==> config.mk <==
export PLATFORM = sky130hd
export DESIGN_NAME = sprite_loader_flat
export DESIGN_NICKNAME = d
export VERILOG_FILES = /design/src/rtl/sprite_loader_if.sv /design/src/rtl/sprite_loader.sv /design/src/flat_wrapper.sv
export SDC_FILE = /design/constraint.sdc
export NUM_CORES = 1
export LEC_CHECK = 0
export CORE_ASPECT_RATIO = 1.2
export CORE_MARGIN = 2
export CORE_UTILIZATION = 50
export CTS_CLUSTER_SIZE = 30
export DETAILED_ROUTE_END_ITERATION = 8
export PLACE_DENSITY = 0.75
export SYNTH_ARGS = -nofsm -noshare
export SYNTH_HDL_FRONTEND = slang
export SYNTH_SLANG_ARGS = --single-unit
==> constraint.sdc <==
create_clock -name clk -period 4.45 [get_ports clk]
set_clock_uncertainty 0.2 [all_clocks]
set_input_delay 0.89 -clock clk [delete_from_list [all_inputs] [get_ports clk]]
set_output_delay 0.89 -clock clk [all_outputs]
set_load 0.02 [all_outputs]
==> src/rtl/sprite_loader_if.sv <==
// rtl/sprite_loader_if.sv - command byte stream between host source and sprite_loader
interface sprite_loader_if;
  logic [7:0] cmd_data;
  logic       cmd_valid;
  logic       cmd_ready;

  // host byte source drives data/valid
  modport master (output cmd_data, output cmd_valid, input cmd_ready);
  // sprite_loader consumes bytes and returns ready
  modport slave  (input cmd_data, input cmd_valid, output cmd_ready);
endinterface

==> src/rtl/sprite_loader.sv <==
// rtl/sprite_loader.sv - command parser programming one 8x8 sprite object (optional SPRITE_LOADER_VSYNC_EN)
module sprite_loader (
  input  logic                  clk,
  input  logic                  rst,
  sprite_loader_if.slave        cmd,
  input  logic                  vblank,
  output logic [9:0]            new_x,
  output logic [9:0]            new_y,
  output logic                  setxy,
  output logic                  change_pxl,
  output logic [23:0]           pxl,
  output logic                  active,
  output logic                  busy,
  output logic                  err
);

  typedef enum logic [2:0] {
    IDLE, POS_ARG, POS_WAIT, POS_SET, PIX_ARG, PIX_WR, FILL_ARG, FILL_WR
  } state_t;

  state_t     state, state_nxt;
  logic [1:0] cnt;
  logic [5:0] idx;
  logic [9:0] pos_x, pos_y;
  logic [9:0] arg_x, arg_y;
  logic [7:0] col_r, col_g;

  logic       accept;
  logic       go_set;
  logic       go_wr;
  logic       op_err;
  logic [5:0] wr_i;
  logic [9:0] tgt_y;

  assign cmd.cmd_ready = ~rst & ((state == IDLE) || (state == POS_ARG) ||
                                 (state == PIX_ARG) || (state == FILL_ARG));
  assign busy   = (state != IDLE);
  assign accept = cmd.cmd_valid & cmd.cmd_ready;

  // y_lo is still on the bus when setxy is launched straight from POS_ARG
  assign tgt_y = (state == POS_ARG) ? {arg_y[9:8], cmd.cmd_data} : arg_y;

`ifndef SPRITE_LOADER_VSYNC_EN
  logic unused_vblank;
  assign unused_vblank = vblank;
`endif

  // state register
  always_ff @(posedge clk or posedge rst) begin
    if (rst) state <= IDLE;
    else     state <= state_nxt;
  end

  // next-state decode plus strobe launch controls
  always_comb begin
    state_nxt = state;
    go_set    = 1'b0;
    go_wr     = 1'b0;
    op_err    = 1'b0;
    wr_i      = idx;
    case (state)
      IDLE: begin
        if (accept) begin
          case (cmd.cmd_data)
            8'h01: state_nxt = POS_ARG;
            8'h02: state_nxt = PIX_ARG;
            8'h03: state_nxt = FILL_ARG;
            8'h04, 8'h05: state_nxt = IDLE;
            default: op_err = 1'b1;
          endcase
        end
      end
      POS_ARG: begin
        if (accept && cnt == 2'd3) begin
`ifdef SPRITE_LOADER_VSYNC_EN
          state_nxt = POS_WAIT;
`else
          state_nxt = POS_SET;
          go_set    = 1'b1;
`endif
        end
      end
      POS_WAIT: begin
`ifdef SPRITE_LOADER_VSYNC_EN
        if (vblank) begin
          state_nxt = POS_SET;
          go_set    = 1'b1;
        end
`else
        state_nxt = IDLE;
`endif
      end
      POS_SET: state_nxt = IDLE;
      PIX_ARG: begin
        if (accept && cnt == 2'd2) begin
          state_nxt = PIX_WR;
          go_wr     = 1'b1;
        end
      end
      PIX_WR: state_nxt = (idx == 6'd63) ? IDLE : PIX_ARG;
      FILL_ARG: begin
        if (accept && cnt == 2'd2) begin
          state_nxt = FILL_WR;
          go_wr     = 1'b1;
        end
      end
      FILL_WR: begin
        if (idx == 6'd63) begin
          state_nxt = IDLE;
        end else begin
          go_wr = 1'b1;
          wr_i  = idx + 6'd1;
        end
      end
      default: state_nxt = IDLE;
    endcase
  end

  // argument capture, position mirror and registered object-side outputs
  always_ff @(posedge clk or posedge rst) begin
    if (rst) begin
      cnt        <= 2'd0;
      idx        <= 6'd0;
      pos_x      <= 10'd0;
      pos_y      <= 10'd0;
      arg_x      <= 10'd0;
      arg_y      <= 10'd0;
      col_r      <= 8'd0;
      col_g      <= 8'd0;
      new_x      <= 10'd0;
      new_y      <= 10'd0;
      pxl        <= 24'd0;
      setxy      <= 1'b0;
      change_pxl <= 1'b0;
      active     <= 1'b0;
      err        <= 1'b0;
    end else begin
      setxy      <= go_set;
      change_pxl <= go_wr;
      err        <= op_err;

      if (state_nxt != state)
        cnt <= 2'd0;
      else if (accept && state != IDLE)
        cnt <= cnt + 2'd1;

      if (accept && state == POS_ARG) begin
        case (cnt)
          2'd0: arg_x[9:8] <= cmd.cmd_data[1:0];
          2'd1: arg_x[7:0] <= cmd.cmd_data;
          2'd2: arg_y[9:8] <= cmd.cmd_data[1:0];
          default: arg_y[7:0] <= cmd.cmd_data;
        endcase
      end

      if (accept && (state == PIX_ARG || state == FILL_ARG)) begin
        if (cnt == 2'd0) col_r <= cmd.cmd_data;
        if (cnt == 2'd1) col_g <= cmd.cmd_data;
      end

      if (accept && state == IDLE) begin
        if (cmd.cmd_data == 8'h04) active <= 1'b1;
        if (cmd.cmd_data == 8'h05) active <= 1'b0;
      end

      if (state == IDLE)
        idx <= 6'd0;
      else if (state == PIX_WR || state == FILL_WR)
        idx <= idx + 6'd1;

      if (go_set) begin
        pos_x <= arg_x;
        pos_y <= tgt_y;
        new_x <= arg_x;
        new_y <= tgt_y;
      end else if (go_wr) begin
        new_x <= pos_x + {7'd0, wr_i[2:0]};
        new_y <= pos_y + {7'd0, wr_i[5:3]};
        if (state != FILL_WR)
          pxl <= {col_r, col_g, cmd.cmd_data};
      end
    end
  end

endmodule

==> src/flat_wrapper.sv <==
// flat-port wrapper written by rule: the top's interface ports become plain ports
module sprite_loader_flat 
  (clk, rst, vblank, new_x, new_y, setxy, change_pxl, pxl, active, busy, err, cmd_cmd_data, cmd_cmd_valid, cmd_cmd_ready);
  sprite_loader_if cmd_i ();
  input  logic clk;
  input  logic rst;
  input  logic vblank;
  output logic [9:0] new_x;
  output logic [9:0] new_y;
  output logic setxy;
  output logic change_pxl;
  output logic [23:0] pxl;
  output logic active;
  output logic busy;
  output logic err;
  input wire logic [$bits(cmd_i.cmd_data)-1:0] cmd_cmd_data;
  input wire logic [$bits(cmd_i.cmd_valid)-1:0] cmd_cmd_valid;
  output wire logic [$bits(cmd_i.cmd_ready)-1:0] cmd_cmd_ready;
  assign cmd_i.cmd_data = cmd_cmd_data;
  assign cmd_i.cmd_valid = cmd_cmd_valid;
  assign cmd_cmd_ready = cmd_i.cmd_ready;
  sprite_loader u_core (.clk(clk), .rst(rst), .cmd(cmd_i), .vblank(vblank), .new_x(new_x), .new_y(new_y), .setxy(setxy), .change_pxl(change_pxl), .pxl(pxl), .active(active), .busy(busy), .err(err));
endmodule
# Word level (Yosys, flattened, before mapping)
# Index checks and enable logic that the tools add are counted.
[classes] n_eq_ne=18 mux=29 bitwise=5 n_addsub=4 n_reduce_logical=31
[op_table] op="two-way mux 10 bit" n=4
[op_table] op="two-way mux 6 bit" n=4
[op_table] op="case mux 3 bit (7 select lines)" n=1
[op_table] op="adder 10 x 3 -> 10 bit" n=2
[op_table] op="two-way mux 3 bit" n=6
[op_table] op="== test 8 x 2 -> 1 bit (second input constant)" n=2
[op_table] op="== test 8 x 3 -> 1 bit (second input constant)" n=2
[op_table] op="AND reduction 2 bit" n=7
[op_table] op="== test 3 bit (second input constant)" n=4
[op_table] op="case mux 3 bit (4 select lines)" n=1
[op_table] op="two-way mux 1 bit" n=9
[op_table] op="== test 8 x 1 -> 1 bit (second input constant)" n=1
[op_table] op="two-way mux 8 bit" n=1
[op_table] op="nonzero test 2 bit" n=4
[op_table] op="adder 6 x 1 -> 6 bit (second input constant)" n=1
[op_table] op="== test 3 x 2 -> 1 bit (second input constant)" n=2
[op_table] op="== test 6 bit (second input constant)" n=1
[op_table] op="logical AND 1 bit" n=6
[op_table] op="OR reduction 2 bit" n=3
[op_table] op="logical OR 1 bit" n=5
[op_table] op="OR reduction 5 bit" n=1
[op_table] op="== test 2 bit (second input constant)" n=2
[op_table] op="two-way mux 2 bit" n=2
[op_table] op="== test 3 x 1 -> 1 bit (second input constant)" n=1
[op_table] op="12 further kinds" n=15
[word_totals] word_cells=105 reg_bits=115 in_bits=12 out_inout_bits=50

# Longest topological paths before layout
[logic_depth] ltp_word=11 mapped_depth=14

# Least setup slack after synthesis
# OpenSTA, ideal clock, no wires.
[synth_timing] path_kind="reg2reg" start="register u_core.idx[0]" end="register u_core.new_y[8]" synth_period_minus_slack_ns=3.010 setup_time_ns=0.087 path_stages_with_launch=15 arrival_time_ns=2.724 setup_slack_ns=1.440 path_cell_list="dfrtp_1 ha_1 and3_1 a21oi_1 nor2_1 nor2_1 a21oi_1 ha_1 inv_1 fa_1 nor2b_1 nor2_1 or3b_2 xor2_1 o211ai_1"
[synth_between] elab_chain_len=6 elab_cells_between_ends=10
[synth_rtl] element="start: declaration" line="sprite_loader.sv:23" source="logic [5:0] idx;"
[synth_rtl] element="start signal: assignment" line="sprite_loader.sv:169" source="idx <= idx + 6'd1;"
[synth_rtl] element="adder 6 x 1 -> 6 bit / == test 6 bit (equally long branches)" line="sprite_loader.sv:112, sprite_loader.sv:108"
[synth_rtl] element="two-way mux 6 bit" line="sprite_loader.sv:108" source="if (idx == 6'd63) begin"
[synth_rtl] element="two-way mux 6 bit" line="sprite_loader.sv:61" source="case (state)"
[synth_rtl] element="adder 10 x 3 -> 10 bit" line="sprite_loader.sv:178" source="new_y <= pos_y + {7'd0, wr_i[5:3]};"
[synth_rtl] element="two-way mux 10 bit" line="sprite_loader.sv:176" source="end else if (go_wr) begin"
[synth_rtl] element="two-way mux 10 bit" line="sprite_loader.sv:171" source="if (go_set) begin"
[synth_rtl] element="end signal: assignment" line="sprite_loader.sv:175" source="new_y <= tgt_y;"
[synth_rtl] element="end signal: assignment" line="sprite_loader.sv:178"
[synth_rtl] element="end: declaration" line="sprite_loader.sv:8" source="output logic [9:0] new_y,"
# Parallel ways exist; a longest one is shown, timed or not. The select of a mux whose other input is x is not followed.
# A chain may end at the register's enable or synchronous reset.

# Final worst setup path
# Same ends and word-level chain as after synthesis.

==> impl_metrics.tcl <==
set metrics [dict create \
    yosysWarnings 0 \
    start_util 0.519 \
    power.density_nw_per_um2 507 \
    required_ns 4.51 \
    wirelength_mm 10.8 \
    post-cts-setup-buffers 0 \
    dpl.hpwl_mm 7.34 \
    core-area_um2 9610 \
    cts-root-buf "clkbuf_16" \
    fin_crit_sh 0.767 \
    clock_path_buffers 2 \
    finalNonFillerCells 639 \
    boundaryPins 62 \
    grt_max_degree 62 \
    cts-hold-fix-buffers 0 \
    fp.dieH_um 113 \
    wire_per_inst_um 16.8 \
    status "complete, no violations" \
    place_congestion 0.900 \
    drt_iter0_drc 192 \
    hold_violations 0 \
    async_flop_share 1.00 \
    setup_viol 0 \
    drc 0 \
    grt_pass1_wl_mm 17.7 \
    worst_pin_slew_ns 0.792 \
    cp-end-kind "flip-flop" \
    crit_arrival_ns 3.47 \
    startpoint_type "flip-flop" \
    antenna_found_initial 0 \
    synth_nets 479 \
    overflow 0 \
    placed_cell_area_um2 5710 \
    worst-setup-path-type "reg2reg" \
    setup_tns_ns 0 \
    synth-seq-cells 107 \
    rsz0062_at_grt "no" \
    r2r_slack_ns 1.04 \
    die_area_um2 10800 \
    ant_nets 0 \
    grt_pass1_vias 3595 \
    cts_made_buffers 9 \
    dpl.cell_count 623 \
    grt_use_total 0.212 \
    power.leakage_nw 2.65 \
    dr.pass1.iters 5 \
    fin_area_um2 6000 \
    drive_gt1_frac 0.171 \
    peakVddDrop_v 0.000364 \
    vias_per_cell 5.67 \
    period_needed_ns 3.41 \
    vias 3624 \
    netlist_area_um2 4990 \
    postSynthAreaPerCell_um2 11.0 \
    yosysSeqAreaShare 0.536 \
    slew_viol_final 0 \
    cts_tree "yes" \
    cp_max_fo 6 \
    max_freq_ghz 0.293 \
    clock-sinks 107 \
    synth_edf_count 0 \
    yosysUniqueCellTypes 53 \
    post_cts_resize_count 0 \
    yosys_most_used_dff "dfrtp_1" \
    hp-class "reg2reg" \
    max_slew_margin 0.471 \
    clk_pin_slew_ns 0.07 \
    syn_inst 454 \
    antennaDiodeCount 0 \
    area_growth_pct 20.1 \
    fin_nets 536 \
    h-tree-depth 3 \
    die_w_um 95.2 \
    insertion_delay_ns 0.35 \
    rows 39 \
    maxCapViolations 0 \
    place.port_buffers 60 \
]
[cell usage in the layout, fill, tap and decap left out, drive strengths merged, types with 3 or more instances in the layout]
cell type / n
a211oi: 4
a21oi: 15
a221o: 3
a311oi: 3
and2: 7
and3: 4
buf: 5
clkbuf: 9
clkdlybuf4s50: 60
clkinv: 4
dfrtp: 107
ha: 11
inv: 15
mux2: 55
nand2: 72
nand3: 23
nand4: 5
nor2: 27
nor2b: 4
nor3: 8
nor4: 3
o2111ai: 3
o211ai: 14
o21ai: 13
xnor2: 9
xor2: 8
[area by class of cell]
type / instances / area, µm²
clock buffers: 9 / 225
clock inverters: 7 / 58.8
fillers: 760 / 3620
inverters: 13 / 51.3
multi-input cells: 315 / 2180
flip-flops and latches: 107 / 2680
well taps: 123 / 154
repair buffers: 65 / 651
[routing by layer]
metal / up-vias / GRT usage / part of all wire
li1: 1709 / - / -
met1: 1779 / 0.290 / 0.43
met2: 124 / 0.344 / 0.50
met3: 12 / 0.0376 / 0.053
met4: 0 / 0.0638 / 0.013
met5: - / 0 / 0
[cells in the mapped netlist (all sizes together) (2+ instances only)]
cell type | n | area, µm²
nand4 | 5 | 31.3
nor2b | 4 | 25.0
clkbuf | 9 | 33.8
nor3 | 8 | 45.0
mux2i | 2 | 20.0
fa | 2 | 40.0
nand3 | 23 | 120
mux2 | 55 | 619
inv | 12 | 45.0
buf | 10 | 55.1
ha | 11 | 138
a21oi | 15 | 78.8
o2111ai | 3 | 26.3
a311oi | 3 | 26.3
and2 | 7 | 43.8
xor2 | 8 | 70.1
o211ai | 14 | 105
dfrtp | 107 | 2680
xnor2 | 9 | 78.8
or2 | 2 | 12.5
nor3b | 2 | 15.0
o21ai | 13 | 65.1
nand2 | 72 | 270
nand2b | 2 | 12.5
nor2 | 27 | 116
a211oi | 4 | 30.0
and3 | 4 | 25.0
a221o | 3 | 30.0
nor4 | 3 | 18.8
[path summary, 6_finish.rpt]
path / cells after the start / from / endpoint
max: 14 / u_core.idx[0]$_DFFE_PP0P_ / u_core.new_y[8]$_DFFE_PP0P_
min: 2 / u_core.pos_x[2]$_DFFE_PP0P_ / u_core.pos_x[2]$_DFFE_PP0P_
max reg2reg: 14 / u_core.idx[0]$_DFFE_PP0P_ / u_core.new_y[8]$_DFFE_PP0P_
min reg2reg: 2 / u_core.pos_x[2]$_DFFE_PP0P_ / u_core.pos_x[2]$_DFFE_PP0P_
max in group asynchronous: 3 / rst / u_core.arg_x[2]$_DFFE_PP0P_
min in group asynchronous: 2 / rst / u_core.state[2]$_DFF_PP0_
[critical path: stages (launching register included)]
cell and delay [ns]:
dfrtp_1 0.44, ha_1 0.26, and3_1 0.28, a21oi_1 0.10, nor2_1 0.10, nor2_1 0.05
a21oi_1 0.16, ha_1 0.21, inv_1 0.07, fa_1 0.40, nor2b_1 0.22, nor2_1 0.08
or3b_2 0.47, xor2_1 0.15, o211ai_1 0.15
[power by group]
group	leakage (nW)	switching, mW	total [mW]	internal (mW)
logic	1.14	0.465	0.952	0.486
registers	1.38	0.133	1.33	1.20
clock network	0.138	0.367	0.756	0.389
[metrics by stage]
stage / hold WS (ns) / power (mW) / worst slack (ns) / util
2_1_floorplan: 0.251 / 1.90 / 0.543 / -
3_3_place_gp: 0.266 / 2.27 / 1.11 / 0.594
3_5_place_dp: 0.272 / 2.31 / 1.08 / 0.594
4_1_cts: 0.288 / 3.07 / 1.06 / 0.624
5_1_grt: 0.310 / 3.20 / 0.874 / 0.624
6_report: 0.291 / 3.04 / 1.04 / 0.624
[logic make-up after synthesis]
family | Yosys count | synth area share
AND/OR/NAND/NOR | 164 | 0.156
flip-flops | 107 | 0.536
buffers and inverters | 32 | 0.0276
multiplexers | 57 | 0.128
adder cells (fa/ha/maj) | 13 | 0.0356
AO/OA/AOI/OAI | 64 | 0.0865
XOR/XNOR | 17 | 0.0298
[sequential cells by signal, indices dropped and copies added (netlist names), 2 cells and up]
signal	cells
u_core.state	3
u_core.idx	6
u_core.cnt	2
u_core.col_g	8
u_core.new_x	10
u_core.new_y	10
u_core.arg_x	10
u_core.pos_y	10
u_core.pos_x	10
u_core.pxl	24
u_core.arg_y	2
u_core.col_r	8
No activity file was read; power rests on OpenSTA's default activity.
